`src/rtl/ex_alu_stage_if.sv`:
```
// Handshake and payload bundle for the execute-stage ALU: upstream op channel plus downstream result channel.
// The overflow signal exists only when ALU_OVERFLOW_EN is defined.
interface ex_alu_stage_if #(
  parameter int WIDTH = 32
);
  logic             in_valid;
  logic             in_ready;
  logic [3:0]       alu_ctr;
  logic [WIDTH-1:0] op_a;
  logic [WIDTH-1:0] op_b;
  logic [4:0]       rd_in;
  logic             out_valid;
  logic             out_ready;
  logic [WIDTH-1:0] result;
  logic             zero;
  logic [4:0]       rd_out;
`ifdef ALU_OVERFLOW_EN
  logic             overflow;

  modport slave (
    input  in_valid, alu_ctr, op_a, op_b, rd_in, out_ready,
    output in_ready, out_valid, result, zero, rd_out, overflow
  );
  modport master (
    output in_valid, alu_ctr, op_a, op_b, rd_in, out_ready,
    input  in_ready, out_valid, result, zero, rd_out, overflow
  );
`else
  modport slave (
    input  in_valid, alu_ctr, op_a, op_b, rd_in, out_ready,
    output in_ready, out_valid, result, zero, rd_out
  );
  modport master (
    output in_valid, alu_ctr, op_a, op_b, rd_in, out_ready,
    input  in_ready, out_valid, result, zero, rd_out
  );
`endif
endinterface

```
`src/rtl/ex_alu_stage.sv`:
```
// Registered execute-stage ALU with a two-entry skid buffer (main + skid); in_ready comes straight from a flop.
// Optional signed-overflow output and storage enabled by defining ALU_OVERFLOW_EN.
//
// state   | meaning
// EMPTY   | main and skid both empty
// ONE     | main holds the presented entry, skid empty
// FULL    | main presented, skid holds the next entry; in_ready low
module ex_alu_stage #(
  parameter int WIDTH = 32
) (
  input  logic              clk,
  input  logic              rst_n,
  input  logic              flush,
  ex_alu_stage_if.slave     bus
);

  localparam logic [1:0] S_EMPTY = 2'b00;
  localparam logic [1:0] S_ONE   = 2'b10;
  localparam logic [1:0] S_FULL  = 2'b11;

  localparam logic [3:0] C_AND = 4'b0000;
  localparam logic [3:0] C_OR  = 4'b0001;
  localparam logic [3:0] C_ADD = 4'b0010;
  localparam logic [3:0] C_SUB = 4'b0110;
  localparam logic [3:0] C_SLT = 4'b0111;
  localparam logic [3:0] C_BNE = 4'b1111;

`ifdef ALU_OVERFLOW_EN
  localparam int OVW = 1;
`else
  localparam int OVW = 0;
`endif
  localparam int EW = WIDTH + 6 + OVW;

  logic [WIDTH-1:0] add_res;
  logic [WIDTH-1:0] sub_res;
  logic             slt_bit;
  logic [WIDTH-1:0] alu_res;
  logic             alu_zero;
  logic [EW-1:0]    new_entry;

  logic [EW-1:0]    main_q, main_d;
  logic [EW-1:0]    skid_q, skid_d;
  logic             main_valid_q, main_valid_d;
  logic             skid_valid_q, skid_valid_d;
  logic [1:0]       state;
  logic             accept;
  logic             drain;

  assign add_res = bus.op_a + bus.op_b;
  assign sub_res = bus.op_a - bus.op_b;
  assign slt_bit = $signed(bus.op_a) < $signed(bus.op_b);

  // bne reports "branch taken" on zero so branch logic treats beq (via sub) and bne alike
  always_comb begin
    alu_res  = '0;
    alu_zero = 1'b1;
    case (bus.alu_ctr)
      C_ADD: begin alu_res = add_res;               alu_zero = (add_res == '0); end
      C_SUB: begin alu_res = sub_res;               alu_zero = (sub_res == '0); end
      C_AND: begin alu_res = bus.op_a & bus.op_b;   alu_zero = ((bus.op_a & bus.op_b) == '0); end
      C_OR:  begin alu_res = bus.op_a | bus.op_b;   alu_zero = ((bus.op_a | bus.op_b) == '0); end
      C_SLT: begin alu_res = {{(WIDTH-1){1'b0}}, slt_bit}; alu_zero = !slt_bit; end
      C_BNE: begin alu_res = sub_res;               alu_zero = (bus.op_a != bus.op_b); end
      default: begin alu_res = '0;                  alu_zero = 1'b1; end
    endcase
  end

`ifdef ALU_OVERFLOW_EN
  logic alu_ovf;

  always_comb begin
    alu_ovf = 1'b0;
    case (bus.alu_ctr)
      C_ADD:        alu_ovf = (bus.op_a[WIDTH-1] == bus.op_b[WIDTH-1]) &&
                              (add_res[WIDTH-1] != bus.op_a[WIDTH-1]);
      C_SUB, C_BNE: alu_ovf = (bus.op_a[WIDTH-1] != bus.op_b[WIDTH-1]) &&
                              (sub_res[WIDTH-1] != bus.op_a[WIDTH-1]);
      default:      alu_ovf = 1'b0;
    endcase
  end

  assign new_entry    = {alu_res, alu_zero, bus.rd_in, alu_ovf};
  assign bus.overflow = main_q[0];
`else
  assign new_entry = {alu_res, alu_zero, bus.rd_in};
`endif

  assign state  = {main_valid_q, skid_valid_q};
  assign accept = bus.in_valid && !skid_valid_q;
  assign drain  = main_valid_q && bus.out_ready;

  always_comb begin
    main_valid_d = main_valid_q;
    skid_valid_d = skid_valid_q;
    main_d       = main_q;
    skid_d       = skid_q;
    if (flush) begin
      main_valid_d = 1'b0;
      skid_valid_d = 1'b0;
    end else begin
      case (state)
        S_EMPTY: begin
          if (accept) begin
            main_valid_d = 1'b1;
            main_d       = new_entry;
          end
        end
        S_ONE: begin
          if (accept && drain) begin
            main_d = new_entry;
          end else if (drain) begin
            main_valid_d = 1'b0;
          end else if (accept) begin
            skid_valid_d = 1'b1;
            skid_d       = new_entry;
          end
        end
        S_FULL: begin
          if (drain) begin
            main_d       = skid_q;
            skid_valid_d = 1'b0;
          end
        end
        default: begin
          main_valid_d = 1'b0;
          skid_valid_d = 1'b0;
        end
      endcase
    end
  end

  always_ff @(posedge clk or negedge rst_n) begin
    if (!rst_n) begin
      main_valid_q <= 1'b0;
      skid_valid_q <= 1'b0;
      main_q       <= '0;
      skid_q       <= '0;
    end else begin
      main_valid_q <= main_valid_d;
      skid_valid_q <= skid_valid_d;
      main_q       <= main_d;
      skid_q       <= skid_d;
    end
  end

  assign bus.in_ready  = !skid_valid_q;
  assign bus.out_valid = main_valid_q;
  assign bus.result    = main_q[EW-1 -: WIDTH];
  assign bus.zero      = main_q[EW-1-WIDTH];
  assign bus.rd_out    = main_q[EW-2-WIDTH -: 5];

endmodule

```
`src/flat_wrapper.sv`:
```
// flat-port wrapper written by rule: the top's interface ports become plain ports
module ex_alu_stage_flat 
#(
  parameter int WIDTH = 32
)
  (clk, rst_n, flush, bus_in_valid, bus_alu_ctr, bus_op_a, bus_op_b, bus_rd_in, bus_out_ready, bus_in_ready, bus_out_valid, bus_result, bus_zero, bus_rd_out);
  ex_alu_stage_if #(.WIDTH(WIDTH)) bus_i ();
  input  logic clk;
  input  logic rst_n;
  input  logic flush;
  input wire logic [$bits(bus_i.in_valid)-1:0] bus_in_valid;
  input wire logic [$bits(bus_i.alu_ctr)-1:0] bus_alu_ctr;
  input wire logic [$bits(bus_i.op_a)-1:0] bus_op_a;
  input wire logic [$bits(bus_i.op_b)-1:0] bus_op_b;
  input wire logic [$bits(bus_i.rd_in)-1:0] bus_rd_in;
  input wire logic [$bits(bus_i.out_ready)-1:0] bus_out_ready;
  output wire logic [$bits(bus_i.in_ready)-1:0] bus_in_ready;
  output wire logic [$bits(bus_i.out_valid)-1:0] bus_out_valid;
  output wire logic [$bits(bus_i.result)-1:0] bus_result;
  output wire logic [$bits(bus_i.zero)-1:0] bus_zero;
  output wire logic [$bits(bus_i.rd_out)-1:0] bus_rd_out;
  assign bus_i.in_valid = bus_in_valid;
  assign bus_i.alu_ctr = bus_alu_ctr;
  assign bus_i.op_a = bus_op_a;
  assign bus_i.op_b = bus_op_b;
  assign bus_i.rd_in = bus_rd_in;
  assign bus_i.out_ready = bus_out_ready;
  assign bus_in_ready = bus_i.in_ready;
  assign bus_out_valid = bus_i.out_valid;
  assign bus_result = bus_i.result;
  assign bus_zero = bus_i.zero;
  assign bus_rd_out = bus_i.rd_out;
  ex_alu_stage #(.WIDTH(WIDTH)) u_core (.clk(clk), .rst_n(rst_n), .flush(flush), .bus(bus_i));
endmodule
```
`config.mk`:
```
export PLATFORM = sky130hd
export DESIGN_NAME = ex_alu_stage_flat
export DESIGN_NICKNAME = d
export VERILOG_FILES = /design/src/rtl/ex_alu_stage_if.sv /design/src/rtl/ex_alu_stage.sv /design/src/flat_wrapper.sv
export SDC_FILE = /design/constraint.sdc
export NUM_CORES = 1
export LEC_CHECK = 0
export CORE_MARGIN = 8
export CORE_UTILIZATION = 65
export CTS_CLUSTER_DIAMETER = 40
export DETAILED_ROUTE_END_ITERATION = 8
export DONT_BUFFER_PORTS = 1
export PLACE_DENSITY = 0.81
export SETUP_SLACK_MARGIN = 0.05
export SYNTH_ARGS = -nofsm -noshare
export SYNTH_HDL_FRONTEND = slang
export SYNTH_SLANG_ARGS = --single-unit
```
`constraint.sdc`:
```
create_clock -name clk -period 1.9 [get_ports clk]
set_clock_uncertainty 0.05 [all_clocks]
set_input_delay 0.57 -clock clk [delete_from_list [all_inputs] [get_ports clk]]
set_output_delay 0.57 -clock clk [all_outputs]
set_load 0.02 [all_outputs]
```
==> results of run 1 <==
-- synthesized netlist by cell type (5+ instances only) --
cell type / n
nor2_1: 100
buf_1: 9
ha_1: 100
and3_1: 5
a22oi_1: 11
o31ai_1: 20
mux2_2: 9
a21o_1: 14
o22ai_1: 10
xnor2_1: 42
or4_1: 7
mux2i_1: 29
o21a_1: 7
o221ai_1: 12
a21oi_1: 105
nand3_1: 24
a221oi_1: 14
nor3_1: 23
a31oi_1: 11
or2_2: 6
o2111ai_1: 6
dfrtp_1: 78
buf_6: 6
nand2b_1: 10
nor4_1: 20
a221o_1: 11
clkbuf_1: 55
nor2b_1: 9
o21ai_0: 102
inv_1: 111
nor3b_1: 5
nand2_1: 114
o21bai_1: 9
a211oi_1: 19
nand4_1: 20
o211ai_1: 11
-- cell families after synthesis --
group           Yosys count  synth area share
buf+inv                 192            0.0886
compound gates          404             0.286
fa+ha+maj               102             0.140
xor+xnor                 46            0.0437
flops                    78             0.212
mux                      38            0.0425
simple gates            361             0.187
-- through the flow --
stage / utilization / hold slack, ns
floorplan: - / 0.224
global placement: 0.890 / 0.226
detailed placement: 0.890 / 0.226
==> tab_implementation.tex, run 1 <==
\begin{tabular}{lr}
\hline
Metric & Value \\
\hline
\multicolumn{2}{l}{\textbf{Yosys}} \\
Number of storage elements in the synthesis netlist & around 80 \\
Yosys top cell by area & dfrtp\_1 \\
Most area-consuming cells after synthesis & dfrtp\_1 21\%, ha\_1 14\%, a21oi\_1 5.7\% \\
Portion of synthesized cell area occupied by the leading cell type & 0.212 \\
Instance count of the mapped netlist & 1221 \\
Number of warnings reported in the yosys synthesis log & 0 \\
Library cells used by synthesis & 83 \\
Net Count, Synth & 1401 \\
Proportion of register bits with asynchronous set or reset after synthesis & 1.00 \\
Number of enable flip-flop cells after synthesis & 0 \\
Sequential element share of the synthesized area & 0.212 \\
Top\_reg\_cell synth & dfrtp\_1 \\
Post-Synthesis Mean Instance Area & 7.55 um\^{}2 \\
Post-Synthesis Cell Area & 9220 um\^{}2 \\
\multicolumn{2}{l}{\textbf{Outcome}} \\
Run status & did not finish \\
First logged error message & [ERROR DPL-0033] detailed placement checks failed during check placement. \\
Step where the flow halted & clock tree synthesis (4\_1\_cts) \\
\multicolumn{2}{l}{\textbf{Placed design}} \\
Number of cells after detailed placement & between 1500 and 2000 \\
Placed standard-cell area & 12400 um\^{}2 \\
Placed wire-length estimate & 30600 um \\
Setup Slack @ Placement & -2.06 ns \\
GPL Wtd Cong & approximately 1.2 \\
Port-buffer cells & 0 \\
\multicolumn{2}{l}{\textbf{Clocking}} \\
\# Post-CTS Setup Buffers & 40 \\
Clock tree root buffer cell & clkbuf\_16 \\
Number of H-tree levels & 3 \\
Maximum root-to-sink buffer count & 2 \\
Sink count of the clock tree & 78 \\
Number of clock buffers inserted by TritonCTS & 9 \\
Number of gates resized after CTS & $\sim$210 \\
\multicolumn{2}{l}{\textbf{Die}} \\
Std cell rows & 43 \\
Starting density of the core & 0.664 \\
IO Pins & around 120 \\
Die Height & 135 um \\
Horizontal die dimension & around 140 um \\
\hline
\end{tabular}
==> run 2, diff against run 1 <==
CORE_UTILIZATION = 40   (was 65)
CTS_CLUSTER_DIAMETER = default   (was 40)
PLACE_DENSITY = default   (was 0.81)
PLACE_DENSITY_LB_ADDON = 0.15   (was default)
SETUP_SLACK_MARGIN = default   (was 0.05)
==> run 2 against run 1 <==
Against the previous run:
- synthesized area did not move
- the flow now finishes, with violations (negative hold slack, negative setup slack)
- synthesized cell count did not move
==> tab_implementation.tex, run 2 <==
\begin{tabular}{lr}
\hline
Metric & Value \\
\hline
\multicolumn{2}{l}{\textbf{Routing}} \\
Sum of routed wire length over all layers & roughly 41000 um \\
Routed wirelength normalized by instance count & 22.3 um \\
Number of design-rule violations left by the first detailed-router iteration & a little over 900 \\
Vias per cell & 5.80 \\
Antenna-violating nets left & 0 \\
Count of TritonRoute iterations in the first routing pass & 5 \\
Overall via count from detail\_route & 10793 \\
Count of unresolved DRC violations after routing & 0 \\
\multicolumn{2}{l}{\textbf{Clocking}} \\
Maximum root-to-sink buffer count & 2 (unchanged) \\
Number of H-tree levels & 3 (unchanged) \\
Number of clock buffers inserted by TritonCTS & 9 (unchanged) \\
Clock Pin Slew Worst Setup and Hold Paths & 0.06 ns \\
TritonCTS clock tree & built \\
Sink count of the clock tree & 78 (unchanged) \\
Clock tree root buffer cell & clkbuf\_16 \\
Insertion delay of the later-clocked pin in the worst-skew pair & 0.32 ns \\
\multicolumn{2}{l}{\textbf{Global routing}} \\
Global routing usage summed across all routing layers & 0.282 \\
Global-route wire length before repair & 61900 um \\
Number of global-route vias before repair & around 10000 \\
Number of antenna violations at the first check in global routing & 0 \\
Total grt overflow & 0 \\
Pin count of the biggest net entering global routing & $\sim$80 \\
\multicolumn{2}{l}{\textbf{Yosys}} \\
Net Count, Synth & 1401 (unchanged) \\
Sequential element share of the synthesized area & 0.212 (unchanged) \\
Leading cell type by number of instances after synthesis & nand2\_1 \\
Yosys top cell by area & dfrtp\_1 \\
Top\_reg\_cell synth & dfrtp\_1 \\
Post-Synthesis Cell Area & 9220 um\^{}2 (unchanged) \\
Library cells used by synthesis & 83 (unchanged) \\
Number of storage elements in the synthesis netlist & 78 (unchanged) \\
Post-Synthesis Mean Instance Area & 7.55 um\^{}2 (unchanged) \\
Proportion of register bits with asynchronous set or reset after synthesis & 1.00 (unchanged) \\
Number of warnings reported in the yosys synthesis log & 0 (unchanged) \\
Top cells by instance count after synthesis & 114 x nand2\_1, 111 x inv\_1, 105 x a21oi\_1 \\
Instance count of the mapped netlist & 1221 (unchanged) \\
Number of enable flip-flop cells after synthesis & 0 (unchanged) \\
Most area-consuming cells after synthesis & dfrtp\_1 21\%, ha\_1 14\%, a21oi\_1 5.7\% \\
Portion of synthesized cell area occupied by the leading cell type & 0.212 (unchanged) \\
\multicolumn{2}{l}{\textbf{Worst setup path}} \\
Capturing instance or port of the critical path & u\_core.skid\_q[5] \\
Critical Path Source Type & input port \\
Required time at the endpoint of the critical path & about 2.1 ns \\
Maximum fanout along the worst path & 6 \\
Setup slack of the worst register-to-register path & 0.20 ns \\
FF-to-FF path depth & 4 \\
Critical path class & input port to register \\
Startpoint of the worst-slack reg-to-reg timing path & u\_core.bus.out\_valid \\
Timing startpoint of the critical path & bus\_op\_b[12] \\
Destination of the worst register-to-register timing path & u\_core.skid\_q[0] \\
Worst setup EP type & register \\
CP Data Arrival Time & 3.70 ns \\
\multicolumn{2}{l}{\textbf{STA}} \\
Worst-case headroom to the max-slew limit & 0.545 \\
Final critical-path share of the clock period & 1.84 \\
Count of pins over their slew limit & 0 \\
Worst hold margin & -0.111 ns \\
Final hold vios & 78 \\
Top achievable clock speed & 0.286 GHz \\
Final WS setup & -1.59 ns \\
Setup violations, final & between 60 and 70 \\
Min cycle time layout & 3.49 ns \\
Transition time at the pin with the least slew margin & 0.682 ns \\
Setup repair after global routing missed its margin & true \\
\multicolumn{2}{l}{\textbf{Layout}} \\
Fraction of final layout cells with drive strength greater than 1 & 0.432 \\
Commonest cells after routing, fill and taps aside & 370 x buf\_4, 102 x nand2\_1, 92 x nor2\_1 \\
Final core occ & 0.638 \\
Total inserted antenna cells & 0 \\
Fill cell count & 2005 \\
Most common cell after layout, fill and taps aside & buf\_4 \\
Synth-to-layout area growth & 56.6\% \\
Final std cells w/o fill & between 1500 and 2000 \\
Largest registers & u\_core.main\_q: 38 flops, u\_core.skid\_q: 38 flops \\
Nets & 1750 \\
\multicolumn{2}{l}{\textbf{Die}} \\
Die Height & 168 um (+24\%) \\
IO Pins & 118 (unchanged) \\
Area of the placeable core & 22600 um\^{}2 \\
Starting density of the core & 0.407 (-0.257) \\
Die outline area & 28200 um\^{}2 \\
Std cell rows & 55 (+28\%) \\
Horizontal die dimension & 168 um (+24\%) \\
\multicolumn{2}{l}{\textbf{Flow run}} \\
Maximum capacitance violations & 0 \\
\multicolumn{2}{l}{\textbf{Power and ir drop}} \\
Cell area power density & 595 nW/um\^{}2 \\
Peak VDD IR & 0.000609 V \\
Leakage power of the design & approximately 6.6 nW \\
\multicolumn{2}{l}{\textbf{Outcome}} \\
Violations in the final reports & negative hold slack, negative setup slack \\
Run status & finished with violations \\
\multicolumn{2}{l}{\textbf{Placed design}} \\
Placed wire-length estimate & 33800 um (+10\%) \\
Port-buffer cells & 0 (unchanged) \\
Number of cells after detailed placement & 1819 (+8.7\%) \\
GPL Wtd Cong & 0.985 (-15\%) \\
\multicolumn{2}{l}{\textbf{Hold path}} \\
Class of the tightest hold or removal check & input port to async pin \\
\hline
\end{tabular}
==> run 2: repair_timing <==
action / CTS / global route
pin swaps: 66 / 93
endpoints found under the setup margin: 62 / 63
buffers inserted: 17 / 23
cloned: 0 / 0
endpoints found under the hold margin: 78 / 78
resized for setup: 140 / 123
==> run 2: per-layer routing <==
| layer | vias to the layer above | part of all wire | GRT usage |
|---|---|---|---|
| li1 | 5103 | - | - |
| met5 | - | 0 | 0 |
| met1 | 5213 | 0.45 | 0.388 |
| met2 | 410 | 0.45 | 0.446 |
| met4 | 0 | 0.031 | 0.0967 |
| met3 | 67 | 0.068 | 0.0405 |
==> run 2: kinds of logic (layout without fill, tap and decap cells) <==
| logic type | Yosys count | count (layout) | synth area share |
|---|---|---|---|
| muxes | 38 | 38 | 0.0425 |
| and+or+nand+nor | 361 | 361 | 0.187 |
| buffers and inverters | 192 | 546 | 0.0886 |
| DFF | 78 | 78 | 0.212 |
| adders and majority gates | 102 | 102 | 0.140 |
| AOI/OAI and AO/OA | 404 | 404 | 0.286 |
| xor gates and xnor gates | 46 | 46 | 0.0437 |
==> run 2: stage by stage <==
stage               cell area [um^2]  setup slack, ns  power (mW)  setup TNS, ns
floorplan                       9930            -1.76        4.54         -56.89
global placement               12800            -2.06        6.28         -88.29
detailed placement             12800            -2.10        6.31         -90.05
CTS                            13700            -1.63        8.19         -59.71
global route                   14400            -1.67        9.03         -66.25
finish                         14400            -1.59        8.59         -61.00
==> run 2: area by class of cell <==
cell class | count | area (um^2) | share of cell area
clock buffer | 10 | 229 | 0.0159
clock inverter | 6 | 36.3 | 0.00251
inverter | 113 | 529 | 0.0367
multi-input combinational | 951 | 7990 | 0.554
sequential | 78 | 1950 | 0.135
tap | 285 | 357 | 0.0247
timing repair buffer | 417 | 3340 | 0.232
==> run 2: worst min-delay path by stage <==
stage,startpoint,end,slack (ns),cells after the start
after CTS,rst_n,u_core.skid_q[14],-0.13,0
after global routing,rst_n,u_core.skid_q[2],-0.13,0
after detailed placement,rst_n,u_core.main_q[17],0.23,0
after global placement,rst_n,u_core.main_q[11],0.23,0
final,rst_n,u_core.skid_q[9],-0.11,0
after floorplan,rst_n,u_core.bus.out_valid,0.22,0
==> run 2: power by group <==
part,total (mW),leakage (nW),switching [mW],internal [mW]
logic,4.65,5.47,2.37,2.27
clock network,1.52,0.132,0.637,0.878
registers,2.43,0.973,0.407,2.02
==> run 2: worst max-delay path, cell delays in order <==
cell and delay (ns):
inv_12 0.02, ha_4 0.30, nor2b_4 0.05, or4_4 0.55
nor4b_4 0.21, or3b_4 0.44, a311o_1 0.30, a21oi_2 0.17
xnor2_2 0.12, or4_1 0.42, o41a_1 0.38, a21oi_1 0.16
Power figures use the tool's default switching activity.
==> run 3, diff against run 2 <==
GPL_ROUTABILITY_DRIVEN = 0   (was default)
==> run 3 against run 2 <==
Against the previous run:
- hold slack lost 0.012 ns
- non-clock buffer count grew 10
- the run still ends with negative hold slack, negative setup slack left
- maximum frequency grew 0.40%
- combinational power shrank 0.9%
- routed wire length shrank 5.7%
- sequential power is essentially flat
- worst setup slack gained 0.014 ns
- via count grew 1.2%
- sequential share of layout area shrank 0.18 points
- largest cell class unchanged
- critical endpoint unchanged
==> tab_implementation.tex, run 3 (synthesis results as in run 2) <==
\begin{tabular}{lr}
\hline
Metric & Value \\
\hline
\multicolumn{2}{l}{\textbf{Outcome}} \\
Run status & finished with violations \\
Violations in the final reports & negative hold slack, negative setup slack \\
\multicolumn{2}{l}{\textbf{Routing}} \\
Routed wirelength normalized by instance count & 20.9 um (-6.2\%) \\
Overall via count from detail\_route & 10924 (+1.2\%) \\
Antenna-violating nets left & 0 (unchanged) \\
Count of unresolved DRC violations after routing & 0 (unchanged) \\
Count of TritonRoute iterations in the first routing pass & 6 (+1) \\
Sum of routed wire length over all layers & 39100 um (-5.7\%) \\
Vias per cell & 5.84 (+0.67\%) \\
Number of design-rule violations left by the first detailed-router iteration & 1066 (+17\%) \\
\multicolumn{2}{l}{\textbf{Power and ir drop}} \\
Leakage power of the design & 6.66 nW (+1.4\%) \\
Peak VDD IR & 0.000564 V (-7.4\%) \\
Cell area power density & 609 nW/um\^{}2 (+2.4\%) \\
Total Power Consumption & 8.91 mW (+3.7\%) \\
\multicolumn{2}{l}{\textbf{Placed design}} \\
Port-buffer cells & 0 (unchanged) \\
Placed wire-length estimate & 30700 um (-9.2\%) \\
\multicolumn{2}{l}{\textbf{Global routing}} \\
Number of global-route vias before repair & 10378 (-1.0\%) \\
Global-route wire length before repair & 58500 um (-5.6\%) \\
Global routing usage summed across all routing layers & 0.262 (-0.0205) \\
Total grt overflow & 0 (unchanged) \\
Pin count of the biggest net entering global routing & 79 (unchanged) \\
Number of antenna violations at the first check in global routing & 1 (+1) \\
\multicolumn{2}{l}{\textbf{Worst setup path}} \\
FF-to-FF path depth & 6 (+2) \\
Destination of the worst register-to-register timing path & u\_core.main\_q[3] \\
Cell with the biggest individual delay on the critical path & or4\_4 \\
Largest delay share family, worst path & simple AND/OR/NAND/NOR gates \\
Setup slack of the worst register-to-register path & 0.13 ns (-0.07 ns) \\
Worst setup EP type & register \\
CP Data Arrival Time & 3.68 ns (-0.02 ns) \\
Startpoint of the worst-slack reg-to-reg timing path & u\_core.bus.out\_valid \\
Maximum fanout along the worst path & 3 (-3) \\
Critical path class & input port to register \\
Required time at the endpoint of the critical path & 2.11 ns (about the same) \\
Crit path buf inv count & 1 (unchanged) \\
Cell breakdown of the critical path & inv\_1 -> ha\_2 -> nor4b\_4 -> or4\_4 -> nor4b\_2 -> or3b\_4 -> a311o\_1 -> a21oi\_2 -> xnor2\_1 -> or4\_1 -> o41a\_1 -> a21oi\_1 \\
Critical Path Source Type & input port \\
Stage delay of the slowest cell on the critical path & 0.51 ns (-0.04 ns) \\
\multicolumn{2}{l}{\textbf{STA}} \\
Final critical-path share of the clock period & 1.83 (-0.00731) \\
Final WS setup & -1.58 ns (+0.0139 ns) \\
Setup repair after global routing missed its margin & true \\
Worst hold margin & -0.123 ns (-0.0119 ns) \\
Count of pins over their slew limit & 0 (unchanged) \\
Min cycle time layout & 3.48 ns (-0.0139 ns) \\
Final hold vios & 78 (unchanged) \\
Setup violations, final & 63 (+1.6\%) \\
Top achievable clock speed & 0.288 GHz (+0.40\%) \\
Worst-case headroom to the max-slew limit & 0.615 (+0.0704) \\
Transition time at the pin with the least slew margin & 0.571 ns (-0.111 ns) \\
\multicolumn{2}{l}{\textbf{Layout}} \\
Largest registers & u\_core.main\_q: 38 flops, u\_core.skid\_q: 38 flops \\
Total inserted antenna cells & 0 (unchanged) \\
Nets & 1760 (+0.57\%) \\
Commonest cells after routing, fill and taps aside & 383 x buf\_4, 105 x nand2\_1, 89 x nor2\_1 \\
Sequential cell area & 1950 um\^{}2 (unchanged) \\
Synth-to-layout area growth & 58.7\% \\
Fill cell count & 1889 (-5.8\%) \\
Most common cell after layout, fill and taps aside & buf\_4 \\
Fraction of final layout cells with drive strength greater than 1 & 0.443 (+0.0112) \\
Combined area of the multi-input logic cells & 8050 um\^{}2 (+0.75\%) \\
\multicolumn{2}{l}{\textbf{Die}} \\
IO Pins & 118 (unchanged) \\
Area of the placeable core & 22600 um\^{}2 (unchanged) \\
Die outline area & 28200 um\^{}2 (unchanged) \\
Die Height & 168 um (unchanged) \\
Std cell rows & 55 (unchanged) \\
Starting density of the core & 0.407 (unchanged) \\
Horizontal die dimension & 168 um (unchanged) \\
\multicolumn{2}{l}{\textbf{Clocking}} \\
Number of clock buffers inserted by TritonCTS & 9 (unchanged) \\
TritonCTS clock tree & built \\
Clock tree root buffer cell & clkbuf\_16 \\
Sink count of the clock tree & 78 (unchanged) \\
Maximum root-to-sink buffer count & 2 (unchanged) \\
Number of H-tree levels & 3 (unchanged) \\
Clock Pin Slew Worst Setup and Hold Paths & 0.06 ns (about the same) \\
Insertion delay of the later-clocked pin in the worst-skew pair & 0.33 ns (about the same) \\
\multicolumn{2}{l}{\textbf{Hold path}} \\
Class of the tightest hold or removal check & input port to async pin \\
\multicolumn{2}{l}{\textbf{Flow run}} \\
Maximum capacitance violations & 0 (unchanged) \\
\hline
\end{tabular}
[run 3: cell count changes in the layout (fill, tap and decap cells not counted), moves of 4 or more]
cell     change
a21oi_1      -6
a21oi_2      +6
buf_4       +13
buf_6        -4
o31ai_2      -4
[run 3: cell type report]
| type | count | share of cell area |
|---|---|---|
| multi-input combinational | 951 | 0.550 |
| timing repair buffer | 427 | 0.233 |
| sequential | 78 | 0.133 |
| inverter | 113 | 0.0354 |
| tap | 285 | 0.0244 |
| clock buffer | 11 | 0.0173 |
| clock inverter | 5 | 0.00556 |
[run 3: worst max-delay path by stage]
| stage | from | end | slack (ns) | depth (start not counted) |
|---|---|---|---|---|
| floorplan | bus_op_b[10] | u_core.main_q[5] | -1.76 | 13 |
| global placement | bus_op_b[12] | u_core.main_q[31] | -2.00 | 15 |
| detailed placement | bus_op_b[12] | u_core.main_q[31] | -2.06 | 15 |
| CTS | bus_op_b[12] | u_core.skid_q[5] | -1.55 | 12 |
| global route | bus_op_a[0] | u_core.main_q[5] | -1.62 | 15 |
| finish | bus_op_b[9] | u_core.skid_q[5] | -1.58 | 12 |
[run 3: repair_timing]
action	CTS	global route
setup endpoints to repair	62	66
pin swaps	71	87
resized for setup	148	128
hold endpoints to repair	78	78
setup buffers	32	29
gates cloned	0	0
[run 3: worst reg2reg max path: cells and delay by family (launching register included)]
| kind | cells | cell delay, ns |
|---|---|---|
| DFF | 1 | 0.47 |
| AOI/OAI and AO/OA | 2 | 0.17 |
| and+or+nand+nor | 3 | 0.68 |
| buffers and inverters | 1 | 0.28 |
[run 3: per-layer routing]
layer / vias up / global-route usage / wire (um)
li1: 5130 / - / -
met1: 5138 / 0.346 / 16500
met2: 530 / 0.404 / 17200
met3: 124 / 0.0575 / 3490
met4: 2 / 0.113 / 1890
met5: - / 0 / 12
[run 3: metrics by stage]
| stage | utilization | cell area, um^2 | setup slack, ns | std cells | setup TNS [ns] |
|---|---|---|---|---|---|
| detailed placement | 0.559 | 12700 | -2.06 | 1808 | -85.19 |
| finish | 0.646 | 14600 | -1.58 | 1870 | -59.98 |
| global placement | 0.559 | 12700 | -2.00 | 1808 | -83.33 |
| floorplan | - | 9930 | -1.76 | 1221 | -56.89 |
| global route | 0.646 | 14600 | -1.62 | 1870 | -64.61 |
| CTS | 0.612 | 13800 | -1.55 | 1851 | -56.00 |
[run 3: report_power, final]
| group | internal [mW] | switching (mW) | total (mW) |
|---|---|---|---|
| Sequential | 2.02 | 0.411 | 2.43 |
| Clock | 1.22 | 0.645 | 1.87 |
| Combinational | 2.27 | 2.34 | 4.61 |
| Total | 5.51 | 3.39 | 8.91 |
==> run 4, diff against run 3 <==
CELL_PAD_IN_SITES_DETAIL_PLACEMENT = 1   (was default)
CELL_PAD_IN_SITES_GLOBAL_PLACEMENT = 2   (was default)
CORE_UTILIZATION = 38   (was 40)
GPL_TIMING_DRIVEN = 0   (was default)
==> run 4 against run 3 <==
Against the previous run:
- the flow still finishes with violations (negative hold slack, negative setup slack)
- sequential power hardly changed
- utilization is 11 points lower
- non-clock buffer count is 263 lower
- maximum frequency is 5.1% lower
- critical path depth is 1 higher
- sequential cell count stayed put
- clock power hardly changed
- hold slack worse by 0.0020 ns
- count of clock-buffer cells in the layout is 1 lower
- worst setup slack worse by 0.19 ns
- die area is 4.8% higher
==> tab_implementation.tex, run 4 (synthesis results as in run 2) <==
\begin{tabular}{lr}
\hline
Metric & Value \\
\hline
\multicolumn{2}{l}{\textbf{Clocking}} \\
Sink count of the clock tree & 78 (unchanged) \\
TritonCTS clock tree & built \\
Clock tree root buffer cell & clkbuf\_16 \\
Number of H-tree levels & 3 (unchanged) \\
Clock Pin Slew Worst Setup and Hold Paths & 0.06 ns (about the same) \\
Maximum root-to-sink buffer count & 2 (unchanged) \\
Number of clock buffers inserted by TritonCTS & 9 (unchanged) \\
Insertion delay of the later-clocked pin in the worst-skew pair & 0.34 ns (about the same) \\
\multicolumn{2}{l}{\textbf{Placed design}} \\
Port-buffer cells & 0 (unchanged) \\
Placed wire-length estimate & 32800 um (+6.9\%) \\
Placed standard-cell area & 10300 um\^{}2 (-18\%) \\
\multicolumn{2}{l}{\textbf{Layout}} \\
Synth-to-layout area growth & 40.7\% \\
Largest registers & u\_core.main\_q: 38 flops, u\_core.skid\_q: 38 flops \\
Fill cell count & 2781 (+47\%) \\
Cell area after layout & 13000 um\^{}2 (-11\%) \\
Sequential cell area & 1950 um\^{}2 (+0.13\%) \\
Fraction of final layout cells with drive strength greater than 1 & 0.340 (-0.103) \\
Commonest cells after routing, fill and taps aside & 106 x nand2\_1, 87 x nor2\_1, 84 x inv\_1 \\
Most common cell after layout, fill and taps aside & nand2\_1 \\
Total inserted antenna cells & 0 (unchanged) \\
Combined area of the multi-input logic cells & 8260 um\^{}2 (+2.6\%) \\
Nets & 1497 (-15\%) \\
\multicolumn{2}{l}{\textbf{Worst setup path}} \\
Critical Path Source Type & input port \\
Worst setup EP type & register \\
Maximum fanout along the worst path & 10 (+7) \\
Stage delay of the slowest cell on the critical path & 0.56 ns (+0.05 ns) \\
Cell breakdown of the critical path & inv\_1 -> ha\_4 -> clkbuf\_8 -> nor2b\_1 -> o21ai\_0 -> or3b\_2 -> a211oi\_4 -> nand3\_2 -> xnor2\_1 -> nor4b\_2 -> nand4\_1 -> o41a\_1 -> a21oi\_1 \\
Crit path buf inv count & 2 (+1) \\
Critical path class & input port to register \\
CP Data Arrival Time & 3.87 ns (+0.19 ns) \\
Required time at the endpoint of the critical path & 2.11 ns (about the same) \\
Setup slack of the worst register-to-register path & -0.33 ns (-0.46 ns) \\
Largest delay share family, worst path & simple AND/OR/NAND/NOR gates \\
Cell with the biggest individual delay on the critical path & or3b\_2 \\
\multicolumn{2}{l}{\textbf{Die}} \\
Starting density of the core & 0.384 (-0.0236) \\
Area of the placeable core & 24000 um\^{}2 (+6.2\%) \\
Die Height & 172 um (+2.4\%) \\
IO Pins & 118 (unchanged) \\
Horizontal die dimension & 172 um (+2.4\%) \\
Die outline area & 29500 um\^{}2 (+4.8\%) \\
Std cell rows & 57 (+3.6\%) \\
\multicolumn{2}{l}{\textbf{STA}} \\
Final WS setup & -1.76 ns (-0.185 ns) \\
Worst-case headroom to the max-slew limit & 0.373 (-0.242) \\
Final critical-path share of the clock period & 1.93 (+0.0976) \\
Setup repair after global routing missed its margin & true \\
Top achievable clock speed & 0.273 GHz (-5.1\%) \\
Total Neg Setup Slack & -62.27 ns (-2.30 ns) \\
Worst hold margin & -0.125 ns (-0.00201 ns) \\
Final hold vios & 78 (unchanged) \\
Transition time at the pin with the least slew margin & 0.941 ns (+0.369 ns) \\
Count of pins over their slew limit & 0 (unchanged) \\
Setup violations, final & 64 (+1.6\%) \\
Min cycle time layout & 3.66 ns (+0.185 ns) \\
\multicolumn{2}{l}{\textbf{Routing}} \\
Number of design-rule violations left by the first detailed-router iteration & 1028 (-3.6\%) \\
Sum of routed wire length over all layers & 44700 um (+14\%) \\
Count of unresolved DRC violations after routing & 0 (unchanged) \\
Antenna-violating nets left & 0 (unchanged) \\
Vias per cell & 6.38 (+9.3\%) \\
Routed wirelength normalized by instance count & 27.1 um (+30\%) \\
Overall via count from detail\_route & 10506 (-3.8\%) \\
Count of TritonRoute iterations in the first routing pass & 5 (-1) \\
\multicolumn{2}{l}{\textbf{Global routing}} \\
Total grt overflow & 0 (unchanged) \\
Global-route wire length before repair & 64700 um (+11\%) \\
Pin count of the biggest net entering global routing & 79 (unchanged) \\
Global routing usage summed across all routing layers & 0.287 (+0.0256) \\
Number of global-route vias before repair & 10553 (+1.7\%) \\
Number of antenna violations at the first check in global routing & 0 (-1) \\
\multicolumn{2}{l}{\textbf{Flow run}} \\
Maximum capacitance violations & 0 (unchanged) \\
\multicolumn{2}{l}{\textbf{Outcome}} \\
Violations in the final reports & negative hold slack, negative setup slack \\
Run status & finished with violations \\
\multicolumn{2}{l}{\textbf{Power and ir drop}} \\
Cell area power density & 654 nW/um\^{}2 (+7.5\%) \\
Leakage power of the design & 5.41 nW (-19\%) \\
Peak VDD IR & 0.000550 V (-2.6\%) \\
\multicolumn{2}{l}{\textbf{Hold path}} \\
Class of the tightest hold or removal check & input port to async pin \\
\hline
\end{tabular}
==> run 4: cell count changes in the layout (fill, tap and decap cells not counted), moves of 6 or more <==
cell      before  now
buf_4        383   68
clkbuf_1       0   17
clkbuf_2       0   11
clkbuf_8       2   11
buf_6         39   32
clkbuf_4       0    6
==> run 4: report_power, final <==
part	total, mW	leakage, nW	switching (mW)	internal [mW]
sequential	2.43	0.970	0.413	2.02
combinational	4.16	4.27	2.43	1.73
clock	1.89	0.165	0.696	1.20
total	8.49	5.41	3.54	4.95
==> run 4: per-stage QoR <==
step	setup slack, ns	util	instances	total power, mW
6_report	-1.76	0.540	1646	8.49
4_1_cts	-1.68	0.502	1614	7.92
3_3_place_gp	-2.65	0.430	1545	5.36
3_5_place_dp	-2.73	0.430	1545	5.42
2_1_floorplan	-1.76	-	1221	4.54
5_1_grt	-1.84	0.540	1646	8.84
==> run 4: timing repair <==
item / 4_1_cts / 5_1_grt
setup buffers: 61 / 37
endpoints found under the hold margin: 78 / 78
pin swaps: 69 / 78
gates cloned: 0 / 1
gates resized for setup: 226 / 160
setup endpoints to repair: 76 / 70
==> run 4: path summary, 6_finish.rpt <==
check,end,cells after the start,from
setup / recovery,u_core.main_q[5],13,bus_op_b[8]
hold / removal,u_core.main_q[14],0,rst_n
setup reg to reg,u_core.skid_q[21],7,u_core.skid_valid_q
hold reg to reg,u_core.skid_q[23],1,u_core.skid_q[23]
max in group asynchronous,u_core.bus.out_valid,0,rst_n
min in group clk,u_core.bus.out_valid,1,flush
==> run 4: cell type report <==
class,instances,share of cell area
Inverter,113,0.0435
Clock buffer,10,0.0184
Tap cell,324,0.0313
Sequential cell,78,0.151
Multi-Input combinational cell,951,0.637
Buffer,68,0.0463
Clock inverter,6,0.00724
Timing Repair Buffer,96,0.0659
==> run 4: layer usage <==
| layer | vias to the layer above | global-route usage | wire length (um) |
|---|---|---|---|
| met3 | 138 | 0.0611 | 3700 |
| met1 | 5233 | 0.369 | 18500 |
| met5 | - | 0 | 0 |
| li1 | 4593 | - | - |
| met4 | 0 | 0.130 | 2210 |
| met2 | 542 | 0.457 | 20300 |
